--- src/rtl/bn_var_stats.sv ---
// Batch-norm statistics: accumulates N = 2^LOG2N signed samples and produces the batch mean
// and var+eps for the downstream sqrt unit, holding both until the consumer takes them.
module bn_var_stats #(
    parameter int IL    = 4,
    parameter int FL    = 16,
    parameter int LOG2N = 4,
    parameter int EPS   = 1
) (
    input  logic                    clk,
    input  logic                    reset,
    input  logic signed [IL+FL-1:0] in,
    input  logic                    in_valid,
    output logic                    in_accept,
    output logic signed [IL+FL-1:0] mean,
    output logic [IL+FL-1:0]        out,
    output logic                    out_ready,
    input  logic                    output_taken,
    output logic [1:0]              state,
    output logic                    done
);

    localparam int W    = IL + FL;
    localparam int SQW  = 2 * IL + FL;
    localparam int SUMW = W + LOG2N;
    localparam int SSQW = SQW + LOG2N;
    localparam int N    = 1 << LOG2N;

    typedef enum logic [1:0] {
        IDLE  = 2'b00,
        ACCUM = 2'b01,
        CALC  = 2'b10,
        DONE  = 2'b11
    } state_t;

    state_t cur, nxt;

    // Squared sample rescaled to FL fraction bits; the product is never negative.
    function automatic logic [SQW-1:0] sq(input logic signed [W-1:0] x);
        logic signed [2*W-1:0] p;
        p = x * x;
        return p[2*W-1:FL];
    endfunction

    // Variance is clamped at zero (E[x^2] can fall below mean^2 through truncation),
    // then EPS is added and the result saturates to the unsigned output range.
    function automatic logic [W-1:0] var_eps(input logic [SQW-1:0] ex2,
                                             input logic [SQW-1:0] msq);
        logic [SQW:0] v;
        v = (ex2 < msq) ? '0 : {1'b0, ex2 - msq};
        v = v + (SQW+1)'(EPS);
        if (v > (SQW+1)'({W{1'b1}}))
            return {W{1'b1}};
        return v[W-1:0];
    endfunction

    logic signed [SUMW-1:0] sum_p0;
    logic [SSQW-1:0]        sumsq_p0;
    logic [LOG2N-1:0]       count_p0;
    logic signed [W-1:0]    mean_p1;
    logic [W-1:0]           out_p1;
    logic                   out_ready_p1;

    logic                   accept;
    logic signed [W-1:0]    mean_c;
    logic [SQW-1:0]         ex2_c;
    logic [SQW-1:0]         msq_c;

    assign in_accept = (cur == IDLE) || (cur == ACCUM);
    assign accept    = in_valid && in_accept;

    // Dividing by N is a plain shift: the upper bits of the accumulators.
    assign mean_c = sum_p0[SUMW-1:LOG2N];
    assign ex2_c  = sumsq_p0[SSQW-1:LOG2N];
    assign msq_c  = sq(mean_c);

    always_ff @(posedge clk or negedge reset) begin
        if (!reset)
            cur <= IDLE;
        else
            cur <= nxt;
    end

    always_comb begin
        nxt = cur;
        unique case (cur)
            IDLE:  if (in_valid) nxt = ACCUM;
            ACCUM: if (in_valid && (count_p0 == LOG2N'(N - 1))) nxt = CALC;
            CALC:  nxt = DONE;
            DONE:  if (output_taken) nxt = IDLE;
            default: nxt = IDLE;
        endcase
    end

    // Stage p0: sample accumulation
    always_ff @(posedge clk or negedge reset) begin
        if (!reset) begin
            sum_p0   <= '0;
            sumsq_p0 <= '0;
            count_p0 <= '0;
        end else if (accept) begin
            if (cur == IDLE) begin
                sum_p0   <= SUMW'(in);
                sumsq_p0 <= SSQW'(sq(in));
                count_p0 <= LOG2N'(1);
            end else begin
                sum_p0   <= sum_p0 + SUMW'(in);
                sumsq_p0 <= sumsq_p0 + SSQW'(sq(in));
                count_p0 <= count_p0 + LOG2N'(1);
            end
        end else if ((cur == DONE) && output_taken) begin
            sum_p0   <= '0;
            sumsq_p0 <= '0;
            count_p0 <= '0;
        end
    end

    // Stage p1: result registers, loaded once in CALC and held through DONE
    always_ff @(posedge clk or negedge reset) begin
        if (!reset) begin
            mean_p1      <= '0;
            out_p1       <= '0;
            out_ready_p1 <= 1'b0;
        end else begin
            if (cur == CALC) begin
                mean_p1 <= mean_c;
                out_p1  <= var_eps(ex2_c, msq_c);
            end
            out_ready_p1 <= (cur == CALC);
        end
    end

    assign mean      = mean_p1;
    assign out       = out_p1;
    assign out_ready = out_ready_p1;
    assign state     = cur;
    assign done      = (cur == DONE);

endmodule

--- config.mk ---
export PLATFORM = sky130hd
export DESIGN_NAME = bn_var_stats
export DESIGN_NICKNAME = d
export VERILOG_FILES = /design/src/rtl/bn_var_stats.sv
export SDC_FILE = /design/constraint.sdc
export NUM_CORES = 2
export LEC_CHECK = 0
export ABC_AREA = 0
export CELL_PAD_IN_SITES_DETAIL_PLACEMENT = 1
export CELL_PAD_IN_SITES_GLOBAL_PLACEMENT = 2
export CORE_UTILIZATION = 45
export CTS_CLUSTER_DIAMETER = 100
export DETAILED_ROUTE_END_ITERATION = 10
export PLACE_DENSITY = 0.95
export SYNTH_ARGS = -nofsm -noshare
export SYNTH_HDL_FRONTEND = slang
export SYNTH_SLANG_ARGS = --single-unit
--- constraint.sdc ---
create_clock -name clk -period 23.6 [get_ports clk]
set_clock_uncertainty 0.1 [all_clocks]
set_input_delay 4.72 -clock clk [delete_from_list [all_inputs] [get_ports clk]]
set_output_delay 4.72 -clock clk [all_outputs]
set_load 0.03 [all_outputs]
* Word level (Yosys, flattened, before mapping) *
Index checks and enable logic that the tools add are counted.

storage, ports and cells
  flip-flop bits (word level) = 99
  bits of input ports = 24
  output and inout bits = 45
  logic and storage cells = 48

cells by class
  add/sub/neg operators = 5
  multiply operators = 2
  order comparisons = 2
  eq/ne operators = 7
  muxes and demuxes = 18
  reductions and logical operators = 7

operators by type and width
  cell                                                                     number
  24-bit two-way mux                                                       4
  28-bit two-way mux                                                       3
  20-bit by 20-bit multiplier with 40-bit output                           2
  20-bit two-way mux                                                       2
  28-bit by 24-bit adder with 28-bit output                                1
  24-bit by 1-bit adder with 25-bit output (second input constant)         1
  25-bit by 20-bit > comparator with 1-bit output (second input constant)  1
  24-bit by 20-bit adder with 24-bit output                                1
  24-bit less-than comparator                                              1
  24-bit subtractor                                                        1
  4-bit two-way mux                                                        3
  2-bit one-hot mux with 4 select lines                                    1
  2-bit two-way mux                                                        3
  4-bit by 1-bit adder with 4-bit output (second input constant)           1
  2-bit equality test (second input constant)                              2
  4-bit equality test (second input constant)                              1
  2-bit != test (second input constant)                                    2
  1-bit logical AND                                                        3
  3-bit AND reduction                                                      1
  2-bit by 1-bit equality test with 1-bit output (second input constant)   1
  2-bit zero test                                                          1
  1-bit two-way mux                                                        2
  2-bit by 1-bit != test with 1-bit output (second input constant)         1
  2-bit nonzero test                                                       1
  1-bit logical OR                                                         1

* Logic depth before layout (Yosys ltp) *
  word-level depth = 8
  depth in mapped cells = 51

* Worst setup path after synthesis *
OpenSTA, ideal clock, no wires.

  path type = input to register
  start = in in[19]
  end = reg sumsq_p0[22]
  setup time = 0.126 ns
  data arrival time = 12.655 ns
  data required time = 23.374 ns
  path slack = 10.719 ns
  stages on the path = 34
  buffers on the path = 1
  path through = inv_1 clkbuf_1 nor2_1 fa_1 fa_1 inv_1 fa_1 inv_1 fa_1 inv_1 fa_1 inv_1 fa_1 fa_1 ha_1 a21o_1 a21o_1 a21oi_1 and3_1 nand3_1 a31o_2 a21oi_1 nor2b_1 o21a_1 nor2_1 ha_1 and2_1 a22o_1 a311o_1 o21ai_0 nand2b_1 xnor2_1 nor2_1 a221o_1

between the ends
  word-level cells in the longest chain between the ends = 4

ends and longest elaborated chain
  what                                              RTL line  source
  start, declared                                   11        input logic signed [IL+FL-1:0] in,
  20-bit by 20-bit multiplier with 40-bit output *  40        p = x * x;
  28-bit by 24-bit adder with 28-bit output         107       sumsq_p0 <= sumsq_p0 + SSQW'(sq(in));
  28-bit two-way mux *                              101       if (cur == IDLE) begin
  28-bit two-way mux *                              100       end else if (accept) begin
  end signal, assigned                              103       sumsq_p0 <= SSQW'(sq(in));
  end signal, assigned                              107
  end, declared                                     57        logic [SSQW-1:0] sumsq_p0;

Every way passes the cells marked *; elsewhere a longest branch is shown, timed or not.
A chain may end at the register's enable or synchronous reset.

* Worst setup path in the final report *
  start = in in[2]
  end = reg sumsq_p0[25]

between the ends
  word-level cells in the longest chain between the ends = 4

ends and longest elaborated chain
  what                                            RTL line
  20-bit by 20-bit multiplier with 40-bit output  40
  28-bit by 24-bit adder with 28-bit output       107
  28-bit two-way mux                              101
  28-bit two-way mux                              100

Every way passes these cells.

==> metrics.md <==
| Metric | Value |
|---|---|
| Average vias per placed instance | `5.36` |
| RSZ-0062 raised after global routing | `false` |
| Die Ht | `275 um` |
| Placeable core region | `73,500 um^2` |
| Largest cells by area after synthesis | `fa_1, ha_1, inv_1` |
| Max-cap violations | `0` |
| Die Span X | `275 um` |
| Remaining global-route overflow | `0` |
| Setup_tns | `0 ns` |
| Placer congestion estimate | `0.878` |
| Worst-Margin Slew | `1.32 ns` |
| Synth Instances | `3,499` |
| Final #Nets | `4,590` |
| Worst slew slack as a fraction of its limit | `0.118` |
| Row count | `99` |
| Area leader, netlist | `fa_1` |
| DP Wirelength | `73,700 um` |
| Num CTS Buffers | `9` |
| H-tree levels | `3` |
| Maximum clock insertion buffer count | `2` |
| Post-CTS setup buffer count | `0` |
| Max Slew Vio Count | `0` |
| M1 GR Usage | `0.317` |
| P&R area growth vs syn | `6.06%` |
| Data required time of the worst path | `23.79 ns` |
| Crit path launch type | `input pin` |
| Buffers on Ports | `68` |
| # resized after CTS | `0` |
| #FFs+latches synth | `99` |
| Critical path fanouts, max | `17` |
| Sink Count | `99` |
| R2r setup slk | `11.78 ns` |
| Final WL | `90,200 um` |
| Pre-Repair DR Iteration Count | `5` |
| CTS root buffer | `clkbuf_16` |
| Setup violations, final | `0` |
| Initial core utilization | `0.458` |
| Post-Syn Nets | `4,582` |
| Period minus WS final | `14.76 ns` |
| CP arrival | `14.96 ns` |
| Total track usage | `0.256` |
| DRC viols | `0` |
| Post-synth EDFFs | `0` |
| Worst-path clk slew | `0.08 ns` |
| # hold bufs at CTS | `0` |
| Worst skew pair latency | `0.40 ns` |
| Synth Flop Type | `dfrtp_1` |
| DIE AREA | `75,800 um^2` |
| First-pass GRT wire length | `151,000 um` |
| CTS tree | `built` |
| Syn. warnings | `0` |
| Mean post-synth cell area | `9.61 um^2` |
| Cell mode on critical path | `fa_1` |
| IO Pins | `69` |
| Final Hold Fails | `0` |
| Initial DRC Count | `1,059` |
| Vias in the first global route | `28,500` |
| Worst Hold Path EP | `out[17]` |
| FF-to-FF End | `out[2]` |
| Yosys cell types | `103` |
| Nature of the critical path endpoint | `register` |
| Average wire per standard cell | `20.2 um` |
| M3 GR Usage | `0.0312` |
| Async set-reset flop share out of synthesis | `1.00` |
| Hold/Removal Path Class | `register to register` |
| Synth top area share | `0.460` |
| Largest net degree at the start of global routing | `57` |
| Final core area utilization | `0.486` |
| Global Route met2 Usage | `0.469` |
| WHS Path Cells | `1` |
| Worst reg2reg path depth | `40` |
| Most Crowded Layer GR | `met2` |
| Final period util | `0.626` |
| Critical Path Slowest Stage Cell | `clkdlybuf4s50_1` |
| Share of cells above drive strength 1 | `0.0416` |
| Initial antenna violation count | `0` |
| Peak Freq | `67.7 MHz` |
| Critical Setup Path Class | `input pin to register` |
| Synth Cell Area | `33,600 um^2` |
| Antenna Diode Count | `0` |
| Vias post-DR | `23,900` |
| Antenna Nets Post-Route | `0` |
| Min-Delay Startpoint | `out[17]` |
| Seq/Total Area, Yosys | `0.0736` |
| Status | `finished, final reports clean` |
| Slowest cell delay on critical path | `0.99 ns` |
| R2R Path Start | `sum_p0[6]` |
[cells by family (layout without fill, tap and decap cells)]
group | after synthesis | in the layout | synth area share
multiplexers | 27 | 27 | 0.00889
AND/OR/NAND/NOR | 762 | 762 | 0.113
flip-flops | 99 | 99 | 0.0736
buffers and inverters | 988 | 1001 | 0.112
AO/OA/AOI/OAI | 415 | 415 | 0.0876
XOR/XNOR | 149 | 149 | 0.0390
adder cells (fa/ha/maj) | 1059 | 1059 | 0.566
[worst max-delay path by stage]
stage                       from      endpoint  slack [ns]  depth (start not counted)
final                      in[2]  sumsq_p0[25]        8.84                         34
after global routing       in[2]  sumsq_p0[25]        8.40                         34
after CTS                  in[2]  sumsq_p0[25]        8.84                         34
after detailed placement   in[2]  sumsq_p0[25]        8.43                         34
after global placement     in[2]  sumsq_p0[25]        8.72                         34
after floorplan           in[19]  sumsq_p0[22]       10.72                         34
[state kept, by name, summed over array words and instances, names as in the netlist]
name,flops
out,20
count_p0,4
sumsq_p0,28
state,2
sum_p0,24
mean,20
out_ready,1
[metal layers]
layer	part of all wire	wire length [um]
met1	0.41	36600
met2	0.53	48100
met3	0.036	3260
met4	0.025	2280
met5	0	0
[metrics by stage]
stage | instance area (um^2) | std cells | worst slack (ns) | hold WS (ns)
global placement | 35400 | 4455 | 8.72 | 0.372
floorplan | 33600 | 3499 | 10.72 | 0.351
detailed placement | 35400 | 4455 | 8.43 | 0.377
finish | 35700 | 4471 | 8.84 | 0.394
CTS | 35700 | 4471 | 8.84 | 0.397
global route | 35700 | 4471 | 8.40 | 0.409
[placed cells by master (no fill, tap or decap), types with 34 or more instances in the layout]
| master | n |
|---|---|
| a21o_1 | 45 |
| fa_1 | 773 |
| a21oi_1 | 90 |
| nand2_1 | 286 |
| nor2_1 | 115 |
| o21ai_0 | 75 |
| xnor2_1 | 92 |
| and2_1 | 163 |
| buf_4 | 44 |
| xor2_1 | 56 |
| inv_1 | 871 |
| ha_1 | 285 |
| clkdlybuf4s50_1 | 67 |
| dfrtp_1 | 99 |
| nand2b_1 | 34 |
[worst max-delay path, delay by kind of cell]
kind	cells	cell delay (ns)
fa+ha+maj	9	4.11
compound gates	15	3.33
buf+inv	4	1.68
simple gates	5	0.97
xor+xnor	1	0.16
[cell type report]
type                            count  area [um^2]
Clock buffer                        9          225
Clock inverter                      7         80.1
Fill cell                        8323        37800
Inverter                          874         3280
Multi-Input combinational cell   2412        27400
Sequential cell                    99         2480
Tap cell                          959         1200
Timing Repair Buffer              111         1000
[synthesized netlist by cell type, types with 4 or more instances]
cell	count
a31o_2	6
and3_1	9
nor3_1	31
nor2b_1	31
o211ai_1	9
nand2_1	286
nand2b_1	34
o21ai_1	6
a21o_1	45
mux2i_1	4
a22o_1	5
fa_1	773
or3_1	5
and4_1	4
o21a_1	25
or2_2	10
o21ai_0	75
a222oi_1	6
a211oi_1	11
nor3b_1	6
o31ai_1	7
a221o_1	10
nand3_1	25
ha_1	286
nor2_2	9
a41oi_1	5
a21oi_1	90
inv_1	871
nand4_1	10
buf_1	6
xnor2_1	92
a31oi_1	15
o2bb2ai_1	15
a22oi_1	15
xor2_1	56
o21bai_1	9
and2_1	163
mux2_2	23
a41o_1	4
dfrtp_1	99
o31a_1	5
nor2_1	115
clkbuf_1	98
nor4_1	4
Power is not shown: default switching activity piles up to over one toggle a cycle in this logic, so the estimate is an artifact.
